**config.mk**
```make
export PLATFORM = sky130hd
export DESIGN_NAME = id_ex_stage
export DESIGN_NICKNAME = d
export VERILOG_FILES = /design/src/rtl/mips_pkg.sv /design/src/rtl/fwd_mux.sv /design/src/rtl/id_ex_stage.sv
export SDC_FILE = /design/constraint.sdc
export NUM_CORES = 1
export LEC_CHECK = 0
export CAP_MARGIN = 40
export CELL_PAD_IN_SITES_DETAIL_PLACEMENT = 1
export CELL_PAD_IN_SITES_GLOBAL_PLACEMENT = 1
export CORE_UTILIZATION = 30
export DETAILED_ROUTE_END_ITERATION = 6
export HOLD_SLACK_MARGIN = 0.1
export PLACE_DENSITY_LB_ADDON = 0.3
export SETUP_SLACK_MARGIN = 0.4
export SYNTH_ARGS = -nofsm -noshare
export SYNTH_HDL_FRONTEND = slang
export SYNTH_HIERARCHICAL = 1
export SYNTH_SLANG_ARGS = --single-unit
```
**constraint.sdc**
```tcl
create_clock -name clk -period 4.9 [get_ports clk]
set_input_delay 0.49 -clock clk [delete_from_list [all_inputs] [get_ports clk]]
set_output_delay 0.49 -clock clk [all_outputs]
set_load 0.1 [all_outputs]
```
**src/rtl/mips_pkg.sv**
```systemverilog
// Shared definitions for the MIPS core: datapath widths, ALU control codes
// and the operand-forwarding select encoding.
package mips_pkg;

  localparam int DATA_W = 32;
  localparam int REG_AW = 5;
  localparam int ALU_CW = 3;

  localparam logic [2:0] ALU_ADD = 3'd0;
  localparam logic [2:0] ALU_AND = 3'd1;
  localparam logic [2:0] ALU_OR  = 3'd2;
  localparam logic [2:0] ALU_SLL = 3'd3;
  localparam logic [2:0] ALU_SLT = 3'd4;
  localparam logic [2:0] ALU_SRL = 3'd5;
  localparam logic [2:0] ALU_SUB = 3'd6;
  localparam logic [2:0] ALU_XOR = 3'd7;

  typedef enum logic [1:0] {
    FWD_REG = 2'd0,
    FWD_EXM = 2'd1,
    FWD_WB  = 2'd2
  } fwd_sel_e;

  // r0 is hard-wired, so it never takes a bypass; the newer EX/MEM result beats MEM/WB.
  function automatic fwd_sel_e fwd_select(input logic idx_zero,
                                          input logic exm_hit,
                                          input logic wb_hit);
    if (idx_zero)     return FWD_REG;
    else if (exm_hit) return FWD_EXM;
    else if (wb_hit)  return FWD_WB;
    else              return FWD_REG;
  endfunction

endpackage

```
**src/rtl/fwd_mux.sv**
```systemverilog
// Operand bypass mux for one source register: picks the register-file value
// or a newer in-flight result from EX/MEM or MEM/WB.
module fwd_mux
  import mips_pkg::*;
#(
  parameter int DATA_W = mips_pkg::DATA_W,
  parameter int REG_AW = mips_pkg::REG_AW
) (
  input  logic [REG_AW-1:0] idx,
  input  logic [DATA_W-1:0] reg_data,
  input  logic              exm_reg_write,
  input  logic [REG_AW-1:0] exm_rd,
  input  logic [DATA_W-1:0] exm_result,
  input  logic              wb_reg_write,
  input  logic [REG_AW-1:0] wb_rd,
  input  logic [DATA_W-1:0] wb_data,
  output logic [DATA_W-1:0] fwd_data
);

  fwd_sel_e sel;

  always_comb begin
    sel = fwd_select(idx == '0,
                     exm_reg_write && (exm_rd == idx),
                     wb_reg_write && (wb_rd == idx));
    fwd_data = reg_data;
    case (sel)
      FWD_EXM: fwd_data = exm_result;
      FWD_WB:  fwd_data = wb_data;
      default: fwd_data = reg_data;
    endcase
  end

endmodule

```
**src/rtl/id_ex_stage.sv**
```systemverilog
// ID/EX pipeline register with load-use stall detection and the EX-stage
// operand front end (forwarding and ALU source select).
module id_ex_stage
  import mips_pkg::*;
#(
  parameter int DATA_W = mips_pkg::DATA_W,
  parameter int REG_AW = mips_pkg::REG_AW,
  parameter int ALU_CW = mips_pkg::ALU_CW
) (
  input  logic              clk,
  input  logic              reset,
  input  logic              id_valid,
  input  logic [REG_AW-1:0] id_rs,
  input  logic [REG_AW-1:0] id_rt,
  input  logic [REG_AW-1:0] id_rd,
  input  logic [DATA_W-1:0] id_rs_data,
  input  logic [DATA_W-1:0] id_rt_data,
  input  logic [DATA_W-1:0] id_imm,
  input  logic              id_alu_src,
  input  logic [ALU_CW-1:0] id_alu_ctrl,
  input  logic              id_mem_read,
  input  logic              id_mem_write,
  input  logic              id_reg_write,
  input  logic              flush,
  input  logic              exm_reg_write,
  input  logic [REG_AW-1:0] exm_rd,
  input  logic [DATA_W-1:0] exm_result,
  input  logic              wb_reg_write,
  input  logic [REG_AW-1:0] wb_rd,
  input  logic [DATA_W-1:0] wb_data,
  output logic              stall,
  output logic [DATA_W-1:0] alu_r1,
  output logic [DATA_W-1:0] alu_r2,
  output logic [ALU_CW-1:0] alu_control,
  output logic [DATA_W-1:0] ex_store_data,
  output logic [REG_AW-1:0] ex_rd,
  output logic              ex_valid,
  output logic              ex_mem_read,
  output logic              ex_mem_write,
  output logic              ex_reg_write
);

  logic              valid_q, valid_d;
  logic [REG_AW-1:0] rs_q, rs_d;
  logic [REG_AW-1:0] rt_q, rt_d;
  logic [REG_AW-1:0] rd_q, rd_d;
  logic [DATA_W-1:0] rs_data_q, rs_data_d;
  logic [DATA_W-1:0] rt_data_q, rt_data_d;
  logic [DATA_W-1:0] imm_q, imm_d;
  logic              alu_src_q, alu_src_d;
  logic [ALU_CW-1:0] alu_ctrl_q, alu_ctrl_d;
  logic              mem_read_q, mem_read_d;
  logic              mem_write_q, mem_write_d;
  logic              reg_write_q, reg_write_d;

  logic [DATA_W-1:0] rs_fwd;
  logic [DATA_W-1:0] rt_fwd;

  // rt only matters as a source when it feeds the ALU or is the store data.
  always_comb begin
    stall = valid_q && mem_read_q && (rd_q != '0) && id_valid &&
            ((rd_q == id_rs) ||
             ((rd_q == id_rt) && (!id_alu_src || id_mem_write)));
  end

  always_comb begin
    valid_d     = 1'b0;
    rs_d        = '0;
    rt_d        = '0;
    rd_d        = '0;
    rs_data_d   = '0;
    rt_data_d   = '0;
    imm_d       = '0;
    alu_src_d   = 1'b0;
    alu_ctrl_d  = ALU_CW'(ALU_ADD);
    mem_read_d  = 1'b0;
    mem_write_d = 1'b0;
    reg_write_d = 1'b0;
    if (!flush && !stall) begin
      valid_d     = id_valid;
      rs_d        = id_rs;
      rt_d        = id_rt;
      rd_d        = id_rd;
      rs_data_d   = id_rs_data;
      rt_data_d   = id_rt_data;
      imm_d       = id_imm;
      alu_src_d   = id_alu_src;
      alu_ctrl_d  = id_alu_ctrl;
      mem_read_d  = id_mem_read;
      mem_write_d = id_mem_write;
      reg_write_d = id_reg_write;
    end
  end

  always_ff @(posedge clk or posedge reset) begin
    if (reset) begin
      valid_q     <= 1'b0;
      rs_q        <= '0;
      rt_q        <= '0;
      rd_q        <= '0;
      rs_data_q   <= '0;
      rt_data_q   <= '0;
      imm_q       <= '0;
      alu_src_q   <= 1'b0;
      alu_ctrl_q  <= ALU_CW'(ALU_ADD);
      mem_read_q  <= 1'b0;
      mem_write_q <= 1'b0;
      reg_write_q <= 1'b0;
    end else begin
      valid_q     <= valid_d;
      rs_q        <= rs_d;
      rt_q        <= rt_d;
      rd_q        <= rd_d;
      rs_data_q   <= rs_data_d;
      rt_data_q   <= rt_data_d;
      imm_q       <= imm_d;
      alu_src_q   <= alu_src_d;
      alu_ctrl_q  <= alu_ctrl_d;
      mem_read_q  <= mem_read_d;
      mem_write_q <= mem_write_d;
      reg_write_q <= reg_write_d;
    end
  end

  fwd_mux #(.DATA_W(DATA_W), .REG_AW(REG_AW)) u_fwd_rs (
    .idx           (rs_q),
    .reg_data      (rs_data_q),
    .exm_reg_write (exm_reg_write),
    .exm_rd        (exm_rd),
    .exm_result    (exm_result),
    .wb_reg_write  (wb_reg_write),
    .wb_rd         (wb_rd),
    .wb_data       (wb_data),
    .fwd_data      (rs_fwd)
  );

  fwd_mux #(.DATA_W(DATA_W), .REG_AW(REG_AW)) u_fwd_rt (
    .idx           (rt_q),
    .reg_data      (rt_data_q),
    .exm_reg_write (exm_reg_write),
    .exm_rd        (exm_rd),
    .exm_result    (exm_result),
    .wb_reg_write  (wb_reg_write),
    .wb_rd         (wb_rd),
    .wb_data       (wb_data),
    .fwd_data      (rt_fwd)
  );

  always_comb begin
    alu_r1        = rs_fwd;
    alu_r2        = alu_src_q ? imm_q : rt_fwd;
    ex_store_data = rt_fwd;
    alu_control   = alu_ctrl_q;
    ex_rd         = rd_q;
    ex_valid      = valid_q;
    ex_mem_read   = mem_read_q;
    ex_mem_write  = mem_write_q;
    ex_reg_write  = reg_write_q;
  end

endmodule

```
Yosys cells after proc, flatten, opt, wreduce, memory -nomap -nowiden. Cells that the tools add are included.

Equality and inequality tests: 10. Muxes and demuxes: 21. Reduce and logical (&&, ||, !) cells: 18.

Operator list (count): 32-bit 2-to-1 mux (4); 32-bit case mux with 2 select lines (2); 5-bit equality test (6); 5-bit 2-to-1 mux (3); 2-bit 2-to-1 mux (6); 1-bit logical AND (10); 5-bit logical NOT (2); 1-bit 2-to-1 mux (5); 5-bit nonzero test (1); 2-bit by 1-bit equality test with 1-bit output, second input constant (2); 2-bit equality test, second input constant (2); 1-bit logical NOT (3); 3-bit 2-to-1 mux (1); 1-bit logical OR (2).

Flip-flop bits (word level): 119. Input bits: 198. Output and inout bits: 109. Word-level logic and storage cells: 61.

Logic depth before layout (Yosys ltp).
Depth in word-level cells: 8. Gate-level depth with buffers: 10. Depth with buffers taken out: 8.

By module. The synthesis kept the hierarchy.

Modules (own cells, without submodules): id_ex_stage (times used 1, cells an instance 453, area each 5007.3 µm², sequential area each 2977.9 µm²); fwd_mux at u_fwd_rt (times used 1, cells an instance 131, area each 753.2 µm², sequential area each 0.0 µm²); fwd_mux at u_fwd_rs (times used 1, cells an instance 131, area each 745.7 µm², sequential area each 0.0 µm²).

Worst setup path after synthesis. Ideal clock, no wire load.

Path kind: input to output. Start point: in exm_rd[0]. End point: out alu_r2[15]. Data arrival time: 5.097 ns. Required time: 4.410 ns. Slack: -0.687 ns. Cell stages on the path: 9. Buffers on the path: 2. Path through: xor2_1 -> nor4_1 -> and3_4 -> or4_1 -> ha_1 -> clkbuf_1 -> clkbuf_1 -> o21ai_0 -> mux2_1.

Word-level cells in the longest chain between the ends: 7. Elaborated cells between the ends (all ways): 8. Those cells by class: eq/ne: 3; mux: 4; reduce/logical: 1.

Ends and longest elaborated chain: start: declaration (RTL line id_ex_stage.sv:26) `input logic [REG_AW-1:0] exm_rd,`; 5-bit equality test (*) (RTL line fwd_mux.sv:24) `exm_reg_write && (exm_rd == idx),`; 1-bit logical AND (*) (RTL line fwd_mux.sv:24); 2-bit 2-to-1 mux (*) (RTL line mips_pkg.sv:29) `else if (exm_hit) return FWD_EXM;`; 2-bit 2-to-1 mux (*) (RTL line mips_pkg.sv:28) `if (idx_zero) return FWD_REG;`; 2-bit equality test / 2-bit by 1-bit equality test with 1-bit output (equally long branches) (RTL line fwd_mux.sv:27) `case (sel)`; 32-bit case mux with 2 select lines (*) (RTL line fwd_mux.sv:27); net ex_store_data[15] (RTL line id_ex_stage.sv:35) `output logic [DATA_W-1:0] ex_store_data,`; 32-bit 2-to-1 mux (*) (RTL line id_ex_stage.sv:151) `alu_r2 = alu_src_q ? imm_q : rt_fwd;`; end: declaration (RTL line id_ex_stage.sv:33) `output logic [DATA_W-1:0] alu_r2,`.

The timed path passes the listed nets; every way through them passes the cells marked *.

Final worst setup path.
Start point: in exm_rd[1]. End point: out alu_r2[7].

Word-level cells in the longest chain between the ends: 7. Elaborated cells between the ends (all ways): 8. Those cells by class: eq/ne: 3; mux: 4; reduce/logical: 1.

Ends and longest elaborated chain (RTL line): 5-bit equality test (*) (fwd_mux.sv:24); 1-bit logical AND (*) (fwd_mux.sv:24); 2-bit 2-to-1 mux (*) (mips_pkg.sv:29); 2-bit 2-to-1 mux (*) (mips_pkg.sv:28); 2-bit equality test / 2-bit by 1-bit equality test with 1-bit output (equally long branches) (fwd_mux.sv:27); 32-bit case mux with 2 select lines (*) (fwd_mux.sv:27); 32-bit 2-to-1 mux (*) (id_ex_stage.sv:151).

Mark *: on every way between the ends. The rest lies on a longest branch, timed or not.

==> flow_metrics.tcl <==
set metrics [dict create \
    outcome "complete, no violations" \
    r2r_slack_ps 2380 \
    hold_class "in -> async" \
    design_area_sq_um 11700 \
    grt_pass1_wl_um 40500 \
    drtIter0Drc 238 \
    crit_required_ps 4410 \
    synth_area_leaders "dfrtp_1 46%, nand2b_1 11%, a21oi_1 9.2%, a22oi_1 7.4%, mux2_2 5.2%" \
    portBuffers 306 \
    area_delta_synth_final_pct 80.3 \
    synth_ff_type "dfrtp_1" \
    yosysTopAreaCell "dfrtp_1" \
    post_cts_buffers 0 \
    finalSetupViolations 0 \
    synth.avg_cell_area_sq_um 9.10 \
    die_h_um 149 \
    synth-seq-cells 119 \
    die_x_um 149 \
    hold_buffers 0 \
    cts_tree "yes" \
    timing.slew.headroom_pct 43.1 \
    drtPass1Iterations 4 \
    gr-total-overflow 0 \
    fin_crit_sh_pct 82.8 \
    fin_tns_setup_ps 0 \
    power_density_nw_per_um2 300 \
    yosysTopAreaCellShare_pct 45.8 \
    synth_seq_area_share_pct 45.8 \
    layout_min_cycle_time_ps 4060 \
    vias 6617 \
    vias_per_cell 5.13 \
    dp_hpwl_um 19200 \
    finalClockSkew_ps 8.40 \
    yosysWarnings 6 \
    coreArea_sq_um 21200 \
    htreeDepth 4 \
    grt.total_usage_pct 24.1 \
    vdd_drop_max_uv 220 \
    syn_area_sq_um 6510 \
    rows 53 \
    grt_max_degree 63 \
    finalHoldViolCount 0 \
    routed_wl_um 26700 \
    cts_buffers 17 \
    fin_hold_ws_ps 345 \
    fin_nets 1202 \
    drv_slew 0 \
    grt_antenna_before_repair 1 \
    dp_slack_ps 850 \
    grt_pass1_vias 7077 \
    fmax_mhz 246 \
    fin_total_pwr_mw 3.52 \
    syn-num-nets 917 \
    drive_above_1_share_pct 21.8 \
    pin_count 307 \
    clock_path_buffers 2 \
    dieArea_sq_um 22300 \
    clk_pin_slew_worst_paths_ps 50 \
    synthArstFlopShare_pct 100 \
    setup_ws_ps 841 \
    synth_cell_types 28 \
    drcViolationCount 0 \
    crit_path_end_kind "output pin" \
    crit_type "in -> out" \
    cp_slowest_cell "ha_4" \
    drtAntennaViolNets 0 \
    arrival_ps 3570 \
    initial_core_util_pct 30.8 \
    clk_latency_ps 410 \
    cts_sinks 119 \
    wl_per_cell_um 20.7 \
    critPathMaxStageDelay_ps 610 \
    crit_path_cell_trace "clkdlybuf4s50_1, xor2_1, nor4_1, and3_4, or4_1, ha_4, buf_4, nand2_1, o21ai_2, mux2_2, buf_12" \
    post_dp_cell_area_sq_um 11100 \
    drv_cap 0 \
    rsz0062_at_grt "false" \
    synthCells 715 \
    place.gp.congestion 0.837 \
    ctsResizeCount 0 \
    leakagePower_nw 4.81 \
    crit_fanout 31 \
    setup.worst_path.start_class "input port" \
    tightest_slew_ps 854 \
    ctsRootBufferMaster "clkbuf_16" \
    synth-edff-count 0 \
]
==> logic make-up after synthesis <==
kind of cell               count (synthesis)  share of synthesized area (%)
DFF                                      119                           45.8
muxes                                     32                           5.54
and+or+nand+nor                          207                           17.4
xor gates and xnor gates                  30                           4.15
buffers and inverters                     71                           4.48
adders and majority gates                  4                          0.769
AOI/OAI and AO/OA                        252                           21.9
==> cell usage after synthesis, types with 8 or more instances <==
library cell  count
nand2b_1        118
a22oi_1          64
a21oi_1         119
xnor2_1          21
buf_2            17
nand2_1          67
clkbuf_1         49
dfrtp_1         119
xor2_1            8
mux2_2           30
o21ai_0          67
==> placed cells by master (no fill, tap or decap), types with 21 or more instances in the layout <==
cell type        instances
xnor2_1                 21
clkdlybuf4s50_1        208
nand2_1                 67
nand2b_1               118
a22oi_1                 64
a21oi_1                118
dfrtp_1                118
buf_12                  99
mux2_2                  30
o21ai_1                 29
o21ai_2                 27
==> worst max-delay path, delay by kind of cell <==
family | cells | cell delay, ps
buffers and inverters | 3 | 1030
AND/OR/NAND/NOR | 4 | 930
adder cells (fa/ha/maj) | 1 | 610
multiplexers | 1 | 220
XOR/XNOR | 1 | 160
AO/OA/AOI/OAI | 1 | 110
==> per-stage QoR <==
| stage | util [%] | std cells |
|---|---|---|
| after CTS | 55.4 | 1288 |
| after detailed placement | 52.5 | 1256 |
| after global placement | 51.2 | 1240 |
| final | 55.5 | 1289 |
| after floorplan | - | 715 |
| after global routing | 55.5 | 1289 |
==> per-layer routing <==
| metal | vias to the layer above | track usage [%] | routed length [um] |
|---|---|---|---|
| met5 | - | 0 | 0 |
| met4 | 0 | 9.90 | 776 |
| met3 | 43 | 5.02 | 1360 |
| met2 | 211 | 42.6 | 14000 |
| met1 | 3302 | 28.2 | 10600 |
| li1 | 3061 | - | - |
==> final cells by class <==
| type | instances | area (sq um) |
|---|---|---|
| fillers | 2245 | 9420 |
| multi-input cells | 525 | 3380 |
| diodes | 1 | 2.50 |
| clock buffers | 23 | 468 |
| clock inverters | 9 | 148 |
| repair buffers | 335 | 4400 |
| inverters | 2 | 10.0 |
| flip-flops and latches | 119 | 2980 |
| well taps | 275 | 344 |
==> where the power goes <==
group | switching, mW | internal (mW)
Combinational | 0.671 | 0.459
Clock | 0.452 | 0.875
Sequential | 0.0255 | 1.03
Total | 1.15 | 2.37
==> flip-flops by register name (all words and copies together) (netlist names) <==
signal	flops
imm_q	32
rs_q	5
rs_data_q	32
rt_data_q	32
rt_q	5
ex_valid	1
ex_reg_write	1
ex_rd	5
alu_control	3
ex_mem_write	1
ex_mem_read	1
alu_src_q	1
==> final timing paths <==
path	from	end	cells past startpoint
worst min-delay path	reset	imm_q[28]	2
worst max register to register	ex_rd[1]	rt_data_q[11]	5
max in group asynchronous	reset	rs_data_q[19]	4
worst max-delay path	exm_rd[1]	alu_r2[7]	11
min in group clk	id_imm[1]	imm_q[1]	3
worst min register to register	ex_mem_read	ex_rd[1]	3
No activity file was read; power rests on OpenSTA's default activity.
